`config.mk`:
```
export PLATFORM = sky130hd
export DESIGN_NAME = irq_request_latch
export DESIGN_NICKNAME = d
export VERILOG_FILES = /design/src/rtl/irq_request_latch.sv
export SDC_FILE = /design/constraint.sdc
export NUM_CORES = 1
export LEC_CHECK = 0
export CORE_ASPECT_RATIO = 0.5
export CORE_UTILIZATION = 41
export DETAILED_ROUTE_END_ITERATION = 6
export PLACE_DENSITY_LB_ADDON = 0.3
export SLEW_MARGIN = 20
export SYNTH_ARGS = -nofsm -noshare
export SYNTH_HDL_FRONTEND = slang
export SYNTH_SLANG_ARGS = --single-unit
```
`constraint.sdc`:
```
create_clock -name clk -period 1.2 [get_ports clk]
set_input_delay 0.36 -clock clk [delete_from_list [all_inputs] [get_ports clk]]
set_output_delay 0.36 -clock clk [all_outputs]
set_load 0.03 [all_outputs]
```
`src/rtl/irq_request_latch.sv`:
```
// Edge-triggered interrupt request latch: 8 sources, mask, per-source ack and sticky overflow.
// Optional feature: define IRQ_SYNC_EN to insert a two-flop synchroniser on req ahead of edge detection.
module irq_request_latch (
    input  logic       clk,
    input  logic       rst,
    input  logic [7:0] req,
    input  logic       mask_wr,
    input  logic [7:0] mask_data,
    input  logic       ack,
    input  logic [2:0] ack_id,
    input  logic       ovf_clr,
    output logic [7:0] pend,
    output logic       irq,
    output logic [7:0] mask,
    output logic [7:0] ovf
);

    logic [7:0] req_s;
    logic [7:0] edge_s;
    logic [7:0] ack_vec_s;
    logic [7:0] pend_s;
    logic [7:0] hist_q, hist_d;
    logic [7:0] raw_q, raw_d;
    logic [7:0] ovf_q, ovf_d;
    logic [7:0] mask_q, mask_d;

`ifdef IRQ_SYNC_EN
    logic [7:0] sync1_q;
    logic [7:0] sync2_q;

    // Two-flop synchroniser; reset high so a line held high across reset shows no edge.
    always_ff @(posedge clk) begin
        if (rst) begin
            sync1_q <= 8'hFF;
            sync2_q <= 8'hFF;
        end else begin
            sync1_q <= req;
            sync2_q <= sync1_q;
        end
    end

    assign req_s = sync2_q;
`else
    assign req_s = req;
`endif

    // Next-state logic: an edge beats a same-cycle ack, and overflow only counts un-acked repeats.
    always_comb begin
        ack_vec_s = 8'h00;
        if (ack) begin
            ack_vec_s = 8'h01 << ack_id;
        end else begin
            ack_vec_s = 8'h00;
        end
        edge_s = req_s & ~hist_q;
        hist_d = req_s;
        raw_d  = (raw_q & ~ack_vec_s) | edge_s;
        if (ovf_clr) begin
            ovf_d = 8'h00;
        end else begin
            ovf_d = ovf_q;
        end
        ovf_d = ovf_d | (edge_s & raw_q & ~ack_vec_s);
        if (mask_wr) begin
            mask_d = mask_data;
        end else begin
            mask_d = mask_q;
        end
    end

    // State registers; reset overrides every strobe in the same cycle.
    always_ff @(posedge clk) begin
        if (rst) begin
            hist_q <= 8'hFF;
            raw_q  <= 8'h00;
            ovf_q  <= 8'h00;
            mask_q <= 8'hFF;
        end else begin
            hist_q <= hist_d;
            raw_q  <= raw_d;
            ovf_q  <= ovf_d;
            mask_q <= mask_d;
        end
    end

    assign pend_s = raw_q & ~mask_q;
    assign pend   = pend_s;
    assign irq    = |pend_s;
    assign mask   = mask_q;
    assign ovf    = ovf_q;

endmodule

```
==> flow_metrics.tcl <==
set metrics [dict create \
    p_leak_uw 0.000983 \
    worst_pin_slew_ps 491 \
    finalWorstSetupSlack_ps -486 \
    post-dp-hpwl_um 2330 \
    die_h_um 39.5 \
    total_power_uw 2510 \
    vias 1300 \
    status "finished with violations" \
    p_clk_frac 0.354 \
    drt.antenna.violating_nets 0 \
    cts_buffers 5 \
    placed_area_mm2 0.00190 \
    holdPathStages 2 \
    slew_viol_final 0 \
    power_per_cell_area_mw_per_mm2 1090 \
    synth_nets 143 \
    insertion_delay_ps 290 \
    clkTransAtPathRegs_ps 70 \
    p_sw_uw 689 \
    die_x_um 77.0 \
    netlist_top_cells_area "dfxtp_1 (56%), nand2_1 (7.8%), mux2i_1 (6.9%)" \
    viasPerCell 5.35 \
    drc 0 \
    dr.pass1.iters 4 \
    seqPwrFrac 0.461 \
    tritoncts "done" \
    gp_congestion 0.736 \
    hold_path.class "flip-flop to flip-flop" \
    relSlewSlack 0.672 \
    critPathArrivalTime_ps 1330 \
    violations "negative setup slack" \
    finalSetupViolCount 19 \
    cts.path.max_buffers 2 \
    synth_top_area_share 0.556 \
    maxCapViolCount 0 \
    grt_pass1_vias 1252 \
    worst_setup_path_end_kind "output port" \
    grt_use_total 0.291 \
    instances_no_fill 243 \
    vdd_drop_max_mv 0.724 \
    synth_area_per_cell_um2 9.68 \
    yosysTopAreaCell "dfxtp_1" \
    design_area_mm2 0.00230 \
    rsz0062_at_grt "true" \
    wire_per_inst_um 19.4 \
    die-area_mm2 0.00304 \
    drt_iter0_drc 56 \
    wl_um 4720 \
    gr-total-overflow 0 \
    initial_core_util 0.437 \
    antenna_cells 0 \
    synthCells 119 \
    grt_pass1_wl_um 6150 \
    placed_cells 227 \
    syn_to_final_growth_pct 99.3 \
    numClockSinks 32 \
    boundaryPins 49 \
    p_int_uw 1820 \
    finalCritPeriodShare 1.41 \
    fmax_ghz 0.593 \
    ys_ff_latch 32 \
    htreeDepth 2 \
    grt_max_degree 19 \
    hold_viol 0 \
    coreArea_mm2 0.00264 \
    pwr-share-comb 0.186 \
    rr_worst_depth 5 \
    p_sw_frac 0.275 \
    yosys_warnings 0 \
    hp-start "ovf[6]$_SDFF_PP0_" \
    cp_max_fo 2 \
    io_buffers 48 \
    skew_ps 2.04 \
    syn_area_mm2 0.00115 \
    r2r_start "mask[1]$_SDFFE_PP1P_" \
    required_ps 840 \
    yosysUniqueCellTypes 19 \
    crit_path_start "raw_q[3]$_SDFF_PP0_" \
    ys_seq_area_frac 0.556 \
    fin_crit_ps 1690 \
    cts-root-buf "clkbuf_8" \
    cp-start-kind "flip-flop" \
    num_rows 13 \
    worstSetupPathType "flip-flop to output port" \
    antenna_found_initial 0 \
    fin_nets 229 \
    drive_above_1_share 0.524 \
]
==> cell usage in the layout, fill, tap and decap left out, drive strengths merged <==
cell type and instances:
buf 59, clkbuf 7, clkdlybuf4s50 18, clkinv 3
dfxtp 32, dlygate4sd2 3, dlymetal6s2s 1, inv 5
mux2i 8, nand2 24, nand2b 5, nand3 1
nand4b 1, nor2 1, nor2b 8, nor4 2
nor4b 3, o21ai 10, o311ai 4, o32ai 3
o41ai 3, or2 5
==> routing by layer <==
| metal | vias to the layer above | wire length [um] | track usage |
|---|---|---|---|
| met3 | 15 | 410 | 0.119 |
| li1 | 589 | - | - |
| met4 | 0 | 135 | 0.146 |
| met2 | 67 | 2290 | 0.536 |
| met1 | 629 | 1890 | 0.304 |
| met5 | - | 0 | 0 |
==> logic make-up after synthesis <==
family / Yosys count / synth area share
flip-flops: 32 / 0.556
AO/OA/AOI/OAI: 20 / 0.119
multiplexers: 8 / 0.0695
AND/OR/NAND/NOR: 50 / 0.225
buffers and inverters: 9 / 0.0304
==> area by class of cell <==
cell class                      count  area (um2)
Multi-Input combinational cell     78         633
Clock inverter                      2        10.0
Tap cell                           37        46.3
Inverter                            6        23.8
Timing Repair Buffer               82         823
Clock buffer                        6        82.6
Sequential cell                    32         678
Fill cell                         123         338
==> synth_stat cells <==
master    instances
buf_2             1
clkbuf_1          2
clkinv_1          1
dfxtp_1          32
inv_1             5
mux2i_1           8
nand2_1          24
nand2b_1          5
nand3_1           1
nand4b_1          1
nor2_1            1
nor2b_1           8
nor4_1            2
nor4b_1           3
o21ai_0          10
o311ai_0          4
o32ai_1           3
o41ai_1           3
or2_2             5
==> flip-flops by register name, summed over array words and instances (netlist names) <==
name / count
raw_q: 8
ovf: 8
hist_q: 8
mask: 8
==> timing repair <==
| action | CTS | global route |
|---|---|---|
| gates resized for setup | 73 | 13 |
| setup endpoints to repair | 32 | 32 |
| pin swaps | 4 | 2 |
| setup buffers | 7 | 7 |
| hold buffers | 0 | 0 |
==> path summary, 6_finish.rpt <==
check	to	slack, ps
worst max-delay path	irq	-490
worst min-delay path	ovf[6]$_SDFF_PP0_	460
worst max register to register	mask[1]$_SDFFE_PP1P_	170
worst min register to register	ovf[6]$_SDFF_PP0_	460
==> through the flow <==
stage               worst slack [ps]  hold WS, ps   util  TNS [ps]
floorplan                       -134          421      -      -134
global placement                -530          427  0.721    -10500
detailed placement              -657          443  0.721    -11410
CTS                             -418          443  0.847     -2220
global route                    -529          492  0.872     -3330
finish                          -486          461  0.872     -3040
==> power by group through the flow <==
stage	Sequential, uW	Clock [uW]	Combinational [uW]
5_1_grt	1160	926	485
6_report	1150	886	466
4_1_cts	1150	873	425
3_5_place_dp	1160	0	362
3_3_place_gp	1160	0	354
2_1_floorplan	1200	0	117
==> worst max-delay path, stage by stage, from the launching register on <==
cell	delay, ps
dfxtp_2	340
nor2b_4	140
nor4_4	280
nand2_1	120
buf_6	160
Power figures use the tool's default switching activity.
==> patch 1 (same settings) <==
Add a define of `IRQ_SYNC_EN`.
--- a/src/rtl/irq_request_latch.sv
+++ b/src/rtl/irq_request_latch.sv
@@ -1,4 +1,6 @@
 // Edge-triggered interrupt request latch: 8 sources, mask, per-source ack and sticky overflow.
 // Optional feature: define IRQ_SYNC_EN to insert a two-flop synchroniser on req ahead of edge detection.
+`define IRQ_SYNC_EN
+
 module irq_request_latch (
     input  logic       clk,
Behaviour: not the same (Yosys sat finds a counterexample within 4 cycles, from zero or initial values and one cycle with rst high).
==> patch 1 against the original RTL <==
The flow still finishes with violations (negative setup slack); routed wire length fell by 6.2%; via count rose by 9.5%; worst setup slack got worse by 0.094 ns; sequential cell count rose by 16; global-route usage fell by 8.8 points; critical path depth did not move; utilization fell by 12 points; area after synthesis rose by 42%; cell area rose by 19%; clock power rose by 2.7%; total power rose by 21%; largest cell class is now registers; largest power group unchanged.
==> patch 1: results (changes against the original RTL) <==
[global_route]
grt.total_usage = 0.203  ; was 0.291
grt_first_pass_wirelength_um = 6340  ; was 6150 um
grt_pass1_vias = 1294  ; was 1252
grt_use_met1 = 0.238  ; was 0.304
antenna_found_initial = 0  ; unchanged
met2_usage = 0.362  ; was 0.536
grt_max_degree = 25  ; was 19

[timing]
setup_viol = 17  ; was 19
tightest_slew_ns = 0.416  ; was 0.491 ns
fin_setup_tns_ns = -2.72  ; was -3.04 ns
worst_slack_ns = -0.580  ; was -0.486 ns
skew_ns = 0.00480  ; was 0.00204 ns
fin_hold_ws_ns = 0.413  ; was 0.461 ns

[final_layout]
nNonClkInverters = 4  ; was 6
buffers = 84  ; was 82
instances_no_fill = 291  ; was 243
num-nets-final = 264  ; was 229
sh_seq_area = 0.365  ; was 0.295
clk_share = 0.0293  ; was 0.0403
multi_input_area_share = 0.276  ; about the same
multiInputGateArea_um2 = 754  ; was 633 um2
multi_input_cells = 97  ; was 78
drive_above_1_share = 0.533  ; was 0.524
nonClkBufAreaFrac = 0.299  ; was 0.358
num-fill-cells = 233  ; was 123

[placement]
place_area_um2 = 2400  ; was 1900 um2
placed_cells = 275  ; was 227
numPortBuffers = 48  ; unchanged
detailed_place_hpwl_um = 2560  ; was 2330 um

[run_status]
violations = negative setup slack  ; unchanged
status = finished, violations left  ; unchanged

[routing]
met1_length_um = 2050  ; was 1890 um
wl_met3_um = 301  ; was 410 um
vias_per_cell = 4.89  ; was 5.35
wire_per_inst_um = 15.2  ; was 19.4 um
wl_met2_um = 2050  ; was 2290 um
drt_iter0_markers = 109  ; was 56

[yosys]
avgSynthCellArea_um2 = 10.7  ; was 9.68 um2
synthArstFlopShare = 0  ; unchanged
ys_types = 21  ; was 19
yosysSeqAreaShare = 0.588  ; was 0.556
synthTopCellsByArea = dfxtp_1 (59%), or2_2 (6.9%), mux2i_1 (4.9%)  ; was dfxtp_1 (56%), nand2_1 (7.8%), mux2i_1 (6.9%)
yosys-top-cells-count = dfxtp_1 (48), nand2_1 (21), or2_2 (18), o21ai_1 (10)  ; was dfxtp_1 (32), nand2_1 (24), o21ai_0 (10), mux2i_1 (8), nor2b_1 (8)
syn_nets = 177  ; was 143
ys_warn_count = 0  ; unchanged
synthMuxAreaShare = 0.0490  ; was 0.0695

[die]
rows = 15  ; was 13

[pwr]
switchingPower_mw = 0.746  ; was 0.689 mW
leakage_nw = 1.09  ; was 0.983 nW
worst_ir_drop_vdd_uv = 585  ; was 724 uV

[min_path]
worstHoldStart = sync1_q[2]  ; was ovf[6]
hold_end = hist_d[2]  ; was ovf[6]
worstHoldPathCells = 1  ; was 2

[setup_path]
r2r-end = mask[6]  ; was mask[1]
regToRegSetupSlack_ns = 0.21  ; was 0.17 ns
r2r_start = mask[6]  ; was mask[1]
critPathTopFamily = simple AND/OR/NAND/NOR gates  ; unchanged
worstPathArrival_ns = 1.42  ; was 1.33 ns
reg2regPathDepth = 4  ; was 5

[clocking]
htreeDepth = 2  ; unchanged

-- patch 1: power groups by stage --
stage	clock (mW)	sequential (mW)	combinational, mW
final	0.910	1.68	0.430
after floorplan	0	1.75	0.123
after global routing	1.00	1.69	0.455
after CTS	0.920	1.68	0.398
after detailed placement	0	1.71	0.355
after global placement	0	1.71	0.349
-- patch 1: worst max-delay path by stage --
stage | start | endpoint | slack, ns | cells after the start
6_report | raw_q[6] | irq | -0.58 | 4
5_1_grt | raw_q[6] | irq | -0.58 | 4
4_1_cts | raw_q[3] | irq | -0.48 | 4
3_5_place_dp | raw_q[3] | irq | -0.62 | 4
3_3_place_gp | raw_q[3] | irq | -0.54 | 4
2_1_floorplan | mask[3] | irq | -0.13 | 3
-- patch 1: repair_timing --
action / CTS / global route
buffers inserted: 4 / 11
cloned: 1 / 0
pin swaps: 0 / 1
setup endpoints to repair: 33 / 26
resized for setup: 62 / 11
==> patch 2 (same settings) <==
Without the edit above. Register the output `irq`; this adds one clock of latency there. The other outputs are not delayed to match.
--- a/src/rtl/irq_request_latch.sv
+++ b/src/rtl/irq_request_latch.sv
@@ -86,5 +86,7 @@
     assign pend_s = raw_q & ~mask_q;
     assign pend   = pend_s;
-    assign irq    = |pend_s;
+    always_ff @(posedge clk) begin
+        irq <= |pend_s;
+    end
     assign mask   = mask_q;
     assign ovf    = ovf_q;
Formal check against the unedited RTL: not equivalent (Yosys sat finds a counterexample within 4 cycles, from zero or initial values and one cycle with rst high).
==> patch 2 against the original RTL <==
Routed wire length is 12% lower; critical path type unchanged; cell area decreased by 6.4%; sequential cell count is 1 higher; the flow still finishes with violations (negative setup slack); critical path depth down 2; total power down 3.4%; largest cell class unchanged; combinational power down 14%; worst setup slack better by 0.35 ns; die area up 1.7%; area after synthesis up 1.7%; sequential share of layout area grew 2.3 points.
==> patch 2: results (changes against the original RTL) <==
[routing]
vias_per_cell = 5.30  ; was 5.35
drt_iter0_markers = 123  ; was 56
wirelength_um = 4180  ; was 4720 um

[run_status]
status = finished, violations left  ; unchanged
violations = negative setup slack  ; unchanged

[setup_path]
critPathTopFamily = flip-flops  ; was simple AND/OR/NAND/NOR gates
worstPathArrival_ns = 0.97  ; was 1.33 ns
max_stage_delay_ns = 0.36  ; was 0.34 ns
crit_fanout = 2  ; unchanged

[global_route]
grt.total_usage = 0.238  ; was 0.291
grt_first_pass_wirelength_um = 5110  ; was 6150 um
grt_max_degree = 11  ; was 19
grt_pass1_vias = 1043  ; was 1252

[timing]
slew_headroom = 0.728  ; was 0.672
skew_ns = 0.00862  ; was 0.00204 ns
setup_viol = 10  ; was 19
worst_slack_ns = -0.132  ; was -0.486 ns

[pwr]
clockPowerShare = 0.336  ; was 0.354
p_comb_mw = 0.402  ; was 0.466 mW
leakage_nw = 0.906  ; was 0.983 nW
powerClk_mw = 0.815  ; was 0.886 mW
worst_ir_drop_vdd_uv = 943  ; was 724 uV
p_sw_frac = 0.269  ; was 0.275

[yosys]
yosysSeqAreaShare = 0.564  ; was 0.556
syn_nets = 144  ; was 143
synthTopCellsByArea = dfxtp_1 (56%), nand2_1 (7.7%), mux2i_1 (6.8%)  ; was dfxtp_1 (56%), nand2_1 (7.8%), mux2i_1 (6.9%)
yosys-top-cells-count = dfxtp_1 (33), nand2_1 (24), o21ai_0 (10), mux2i_1 (8), nor2b_1 (8)  ; was dfxtp_1 (32), nand2_1 (24), o21ai_0 (10), mux2i_1 (8), nor2b_1 (8)

[final_layout]
drive_above_1_share = 0.510  ; was 0.524
num-nets-final = 221  ; was 229
num-fill-cells = 133  ; was 123

[placement]
numPortBuffers = 48  ; unchanged
detailed_place_hpwl_um = 2140  ; was 2330 um
gp_congestion = 0.829  ; was 0.736
place_area_um2 = 1760  ; was 1900 um2

[clocking]
clk_pin_slew_ns = 0.06

-- patch 2: metal layers --
metal | part of all wire | vias up | global-route usage
met1 | 0.39 | 583 | 0.291
met2 | 0.49 | 77 | 0.389
met4 | 0.035 | 0 | 0.0943
li1 | - | 568 | -
met3 | 0.085 | 17 | 0.0884
met5 | 0 | - | 0
-- patch 2: cell families (layout without fill, tap and decap cells) --
group	count (synthesis)	count (layout)	share of synthesized area
multiplexers	8	8	0.0683
AND/OR/NAND/NOR	50	50	0.221
AO/OA/AOI/OAI	20	20	0.117
buffers and inverters	9	87	0.0299
flip-flops	33	33	0.563
-- patch 2: worst paths after layout --
| check | slack [ns] | endpoint | cells after the start | from |
|---|---|---|---|---|
| setup / recovery | -0.13 | pend[7] | 2 | raw_q[7] |
| hold / removal | 0.47 | ovf[6] | 2 | ovf[6] |
| hold reg to reg | 0.47 | ovf[6] | 2 | ovf[6] |
| setup reg to reg | 0.05 | irq | 5 | raw_q[0] |
-- patch 2: timing repair --
action,CTS,global route
gates resized for setup,55,12
hold endpoints to repair,0,0
endpoints found under the setup margin,32,19
buffers inserted,4,10
-- patch 2: per-stage QoR --
step	hold WS, ns	cells	TNS (ns)	utilization	setup slack (ns)
finish	0.470	235	-0.833	0.811	-0.132
global route	0.499	235	-1.14	0.811	-0.148
CTS	0.453	225	-0.639	0.767	-0.106
floorplan	0.421	120	0	-	0.0541
detailed placement	0.451	213	-12.03	0.665	-0.574
global placement	0.438	213	-11.27	0.665	-0.530
-- patch 2: final cells by class --
cell class,count,area [um2],share of cell area
Multi-Input combinational cell,78,612,0.285
Clock inverter,2,10.0,0.00466
Tap cell,37,46.3,0.0215
Inverter,6,23.8,0.0111
Timing Repair Buffer,73,702,0.327
Sequential cell,33,683,0.318
Clock buffer,6,72.6,0.0338
